### src/rtl/mem_line_arbiter.sv
// mem_line_arbiter
//   Merges the line refill / write-back ports of NUM_CH caches onto one shared
//   slow-memory port. One transfer is in flight at a time:
//   IDLE (arbitrate, capture) -> GRANT (memory busy) -> RELEASE (bubble) -> IDLE.
//
// Ports
//   clk, rst_n          clock (rising edge), asynchronous active-low reset
//   ch_read/ch_write    per-channel level requests, held until ch_ready
//   ch_addr/ch_wdata    per-channel line address / write line, channel i in slice i
//   ch_rdata/ch_ready   read line and completion pulse, routed to the owner only
//   mem_read/mem_write  shared memory request (registered, stable through GRANT)
//   mem_addr/mem_wdata  shared memory line address / write line
//   mem_rdata/mem_ready shared memory read line and completion pulse
//   grant_id            current (or last) owner
//   busy                high while in GRANT or RELEASE
module mem_line_arbiter #(
    parameter int NUM_CH  = 2,
    parameter int LINE_W  = 128,
    parameter int ADDR_W  = 28,
    parameter int RR_MODE = 1,
    localparam int GW     = (NUM_CH > 1) ? $clog2(NUM_CH) : 1
) (
    input  logic                     clk,
    input  logic                     rst_n,
    input  logic [NUM_CH-1:0]        ch_read,
    input  logic [NUM_CH-1:0]        ch_write,
    input  logic [NUM_CH*ADDR_W-1:0] ch_addr,
    input  logic [NUM_CH*LINE_W-1:0] ch_wdata,
    output logic [NUM_CH*LINE_W-1:0] ch_rdata,
    output logic [NUM_CH-1:0]        ch_ready,
    output logic                     mem_read,
    output logic                     mem_write,
    output logic [ADDR_W-1:0]        mem_addr,
    output logic [LINE_W-1:0]        mem_wdata,
    input  logic [LINE_W-1:0]        mem_rdata,
    input  logic                     mem_ready,
    output logic [GW-1:0]            grant_id,
    output logic                     busy
);

    typedef enum logic [1:0] {IDLE, GRANT, RELEASE} state_t;

    state_t              state, state_nx;
    logic [NUM_CH-1:0]   req;
    logic [GW-1:0]       ptr;
    logic [GW-1:0]       win, lo_idx, hi_idx;
    logic                win_vld, hi_vld;
    logic [ADDR_W-1:0]   sel_addr;
    logic [LINE_W-1:0]   sel_wdata;
    logic                sel_read, sel_write;

    assign req  = ch_read | ch_write;
    assign busy = (state != IDLE);

    // lo_idx: lowest requesting channel. hi_idx: lowest requesting channel
    // above the round-robin pointer. Round robin prefers hi_idx and wraps to
    // lo_idx when nothing above the pointer is requesting.
    always_comb begin : pick
        lo_idx  = '0;
        hi_idx  = '0;
        win_vld = 1'b0;
        hi_vld  = 1'b0;
        for (int i = NUM_CH - 1; i >= 0; i--) begin
            if (req[i]) begin
                lo_idx  = GW'(i);
                win_vld = 1'b1;
                if (i > int'(ptr)) begin
                    hi_idx = GW'(i);
                    hi_vld = 1'b1;
                end
            end
        end
        if (RR_MODE != 0 && hi_vld) win = hi_idx;
        else                        win = lo_idx;
    end

    // Winner's request fields, captured on the IDLE -> GRANT edge.
    always_comb begin : capture_mux
        sel_addr  = '0;
        sel_wdata = '0;
        sel_read  = 1'b0;
        sel_write = 1'b0;
        for (int i = 0; i < NUM_CH; i++) begin
            if (win == GW'(i)) begin
                sel_addr  = ch_addr[i*ADDR_W +: ADDR_W];
                sel_wdata = ch_wdata[i*LINE_W +: LINE_W];
                sel_read  = ch_read[i];
                sel_write = ch_write[i];
            end
        end
    end

    always_comb begin : next_state
        state_nx = state;
        case (state)
            IDLE:    if (win_vld)   state_nx = GRANT;
            GRANT:   if (mem_ready) state_nx = RELEASE;
            RELEASE:                state_nx = IDLE;
            default:                state_nx = IDLE;
        endcase
    end

    // Completion is steered combinationally so the owner sees ch_ready in the
    // same cycle as mem_ready; mem_ready outside GRANT never reaches a channel.
    always_comb begin : ready_steer
        ch_ready = '0;
        ch_rdata = '0;
        if (state == GRANT && mem_ready) begin
            for (int i = 0; i < NUM_CH; i++) begin
                if (grant_id == GW'(i)) begin
                    ch_ready[i]                  = 1'b1;
                    ch_rdata[i*LINE_W +: LINE_W] = mem_rdata;
                end
            end
        end
    end

    // The mem_* registers double as the holding registers, so a channel that
    // withdraws its request mid-transfer cannot disturb the memory port.
    // A write masks a simultaneous read; the read is served in a later round.
    always_ff @(posedge clk or negedge rst_n) begin
        if (!rst_n) begin
            state     <= IDLE;
            grant_id  <= '0;
            ptr       <= GW'(NUM_CH - 1);
            mem_read  <= 1'b0;
            mem_write <= 1'b0;
            mem_addr  <= '0;
            mem_wdata <= '0;
        end else begin
            state <= state_nx;
            case (state)
                IDLE: begin
                    if (win_vld) begin
                        grant_id  <= win;
                        ptr       <= win;
                        mem_read  <= sel_read & ~sel_write;
                        mem_write <= sel_write;
                        mem_addr  <= sel_addr;
                        mem_wdata <= sel_wdata;
                    end
                end
                GRANT: begin
                    if (mem_ready) begin
                        mem_read  <= 1'b0;
                        mem_write <= 1'b0;
                    end
                end
                default: ;
            endcase
        end
    end

endmodule

### config.mk
export PLATFORM = sky130hd
export DESIGN_NAME = mem_line_arbiter
export DESIGN_NICKNAME = d
export VERILOG_FILES = /design/src/rtl/mem_line_arbiter.sv
export SDC_FILE = /design/constraint.sdc
export NUM_CORES = 1
export LEC_CHECK = 0
export BUFFER_PORTS_ARGS = -buffer_cell sky130_fd_sc_hd__buf_4
export CELL_PAD_IN_SITES_DETAIL_PLACEMENT = 0
export CELL_PAD_IN_SITES_GLOBAL_PLACEMENT = 1
export CORE_AREA = 2 2 337 339
export DETAILED_ROUTE_END_ITERATION = 10
export DIE_AREA = 0 0 339 341
export PLACE_DENSITY_LB_ADDON = 0.1
export SYNTH_ARGS = -nofsm -noshare
export SYNTH_HDL_FRONTEND = slang
export SYNTH_SLANG_ARGS = --single-unit
### constraint.sdc
create_clock -name clk -period 1.7 [get_ports clk]
set_input_delay 0.17 -clock clk [delete_from_list [all_inputs] [get_ports clk]]
set_output_delay 0.17 -clock clk [all_outputs]
set_load 0.01 [all_outputs]
==> impl_metrics.yaml <==
logic_synthesis:
  yosysWarnings: 0
  syn_avg_cell_area_um2: 9.37
  netlist_instances: 1062
  ys_top_cells_by_area: "dfrtp_1 40%, and2_1 16%, a2bb2oi_1 14%"
  ys_seq_elements: 162
  synth_nets: 1509
  synth_top_cell_by_area: "dfrtp_1"
  synth_area_um2: 9950
  ys_types: 20
  yosysSeqAreaShare_pct: 40.7
  yosysTopAreaCellShare_pct: 40.5
floorplanning:
  core_um2: 112000
  die_w_um: 339
  die_h_um: 341
  ios: 865
  start_util_pct: 8.90
  rows: 123
  die_area_um2: 116000
drt:
  via_per_inst: 3.73
  route.detailed.drc: 0
  vias: 14055
  avgRoutedWirePerCell_um: 24.1
  drtIter0Drc: 622
  wl_um: 90900
  antenna_left: 0
  drtPass1Iterations: 5
timing:
  clock_skew_ns: 0.0238
  worstMarginPinSlew_ns: 0.447
  slew_viol_final: 0
  max_freq_mhz: 455
  finalCritPeriodShare_pct: 129
  grt_setup_unrepaired: "true"
  worst_slack_ns: -0.499
  hold_viol: 0
  period_needed_ns: 2.20
  maxSlewHeadroom_pct: 69.9
  setup_viol: 379
worst_setup_path:
  cp-start-kind: "register"
  path_max_fanout: 5
  crit_end: "ch_rdata[249]"
  ff2ff_setup_slack_ns: -0.08
  critPathRequiredTime_ns: 1.53
  end_kind: "primary output"
  r2r-start: "state[1]"
  path_class: "reg2out"
  timing.rr.end: "mem_wdata[53]"
  reg2regPathDepth: 6
  critPathLaunch: "state[1]"
  arrival_ns: 2.03
pwr:
  swShare_pct: 41.2
  pwr-share-seq_pct: 22.3
  power_mw: 32.1
  switchingPower_mw: 13.2
  vdd_ir_drop_max_v: 0.000779
  pwr-share-clk_pct: 13.4
  comb_power_share_pct: 64.3
  p_int_mw: 18.9
  p_leak_nw: 10.7
  power_density_nw_per_um2: 1320
grt:
  antenna_found_initial: 40
  grt_first_pass_wirelength_um: 122000
  grt_pass1_vias: 15189
  grt_max_degree: 56
  grt_usage_pct: 14.8
  gr-total-overflow: 0
final_layout:
  final_nets: 2695
  final_common_cell: "buf_4"
  final_cell_mix: "792 x buf_4, 305 x dlygate4sd3_1, 162 x o21ai_0"
  final_cells: 3769
  n_fill_cell: 12412
  multi_input_area_um2: 5690
  area_growth_pct: 145
  drive_gt1_share_pct: 52.9
  seqCellArea_um2: 4060
clocking:
  clk_latency_ns: 0.51
  h-tree-depth: 4
  path_clk_slew_ns: 0.08
  cts_buffers: 17
  cts-root-buf: "clkbuf_16"
  clock-sinks: 162
  cts_buffer_depth: 2
  cts_tree: "built"
outcome:
  status: "complete, but fails checks"
  violations: "setup timing"
place:
  placedCellCount: 3389
  dp_hpwl_um: 70900
  port_buffers: 864
  routabilityCongestion: 0.895
min_path:
  hp-class: "in2reg"
  worstHoldStart: "ch_wdata[206]"
job:
  maxCapViolations: 0
-- layer usage --
metal,routed length [um],track usage (%)
met1,33000,15.7
met2,49500,28.4
met3,5790,4.30
met4,2490,3.95
met5,50,0
-- critical path, stage by stage, from the launching register on --
cell and delay, ns:
dfrtp_1 0.38, nand3b_1 0.20, buf_4 0.17, nor2_4 0.09, buf_12 0.15, clkbuf_16 0.17
clkbuf_16 0.14, and2_4 0.13, buf_6 0.11
-- logic make-up (layout without fill, tap and decap cells) --
kind of cell    after synthesis  after routing  synth area share, %
compound gates              479            479                 36.0
simple gates                269            269                 16.9
flops                       162            162                 40.7
buf+inv                     151           1350                 6.26
mux                           1              1                0.113
other cells                   0              8                    0
-- layout make-up --
cell class | instances | area share, %
repair buffers | 1316 | 49.9
flip-flops and latches | 162 | 16.6
diodes | 8 | 0.0820
well taps | 1500 | 7.69
clock buffers | 17 | 1.74
multi-input cells | 749 | 23.3
clock inverters | 15 | 0.677
inverters | 2 | 0.0308
-- cell usage after synthesis, drive strengths merged --
library cell  number
a21boi             1
a2bb2oi          157
a311oi           156
and2             257
buf               45
clkbuf           104
dfrtp            161
dfstp              1
inv                2
mux2               1
nand2              1
nand2b             1
nand3b             1
nor2               5
nor4               1
o211ai             1
o21a               1
o21ai            163
or2                3
-- sequential cells by signal, summed over array words and instances, names as in the netlist --
register / count
mem_read: 1
mem_addr: 28
mem_write: 1
grant_id: 1
mem_wdata: 128
state: 2
ptr: 1
-- power groups by stage --
| stage | clock (mW) | sequential [mW] | combinational (mW) |
|---|---|---|---|
| floorplan | 0 | 7.82 | 7.30 |
| global route | 4.68 | 7.42 | 22.2 |
| detailed placement | 0 | 7.17 | 18.7 |
| CTS | 4.58 | 7.19 | 20.1 |
| finish | 4.31 | 7.17 | 20.7 |
| global placement | 0 | 7.23 | 18.8 |
-- how the worst min path moves through the flow --
stage / endpoint / slack, ns / cells after the start
after floorplan: grant_id / -0.13 / 0
after global placement: mem_wdata[46] / 0.06 / 1
after detailed placement: mem_wdata[46] / 0.06 / 1
after CTS: mem_wdata[78] / 0.003 / 3
after global routing: mem_wdata[78] / 0.04 / 3
final: mem_wdata[78] / 0.06 / 3
-- stage by stage --
| step | worst slack, ns | area, um2 | setup TNS, ns | util [%] | hold WS [ns] |
|---|---|---|---|---|---|
| 2_1_floorplan | 0.130 | 9950 | 0 | - | -0.126 |
| 3_3_place_gp | -0.107 | 19100 | -0.148 | 17.1 | 0.0554 |
| 3_5_place_dp | -0.125 | 19100 | -0.507 | 17.1 | 0.0580 |
| 4_1_cts | -0.587 | 23400 | -142.96 | 20.9 | 0.00347 |
| 5_1_grt | -0.601 | 24400 | -157.89 | 21.8 | 0.0352 |
| 6_report | -0.499 | 24400 | -116.01 | 21.8 | 0.0565 |
-- timing repair --
action / 4_1_cts / 5_1_grt
gates cloned: 6 / 16
endpoints found under the hold margin: 318 / 0
gates resized for setup: 87 / 223
setup buffers: 16 / 0
setup endpoints to repair: 260 / 411
hold buffers: 305 / 0
pin swaps: 30 / 105
Power figures use the tool's default switching activity.
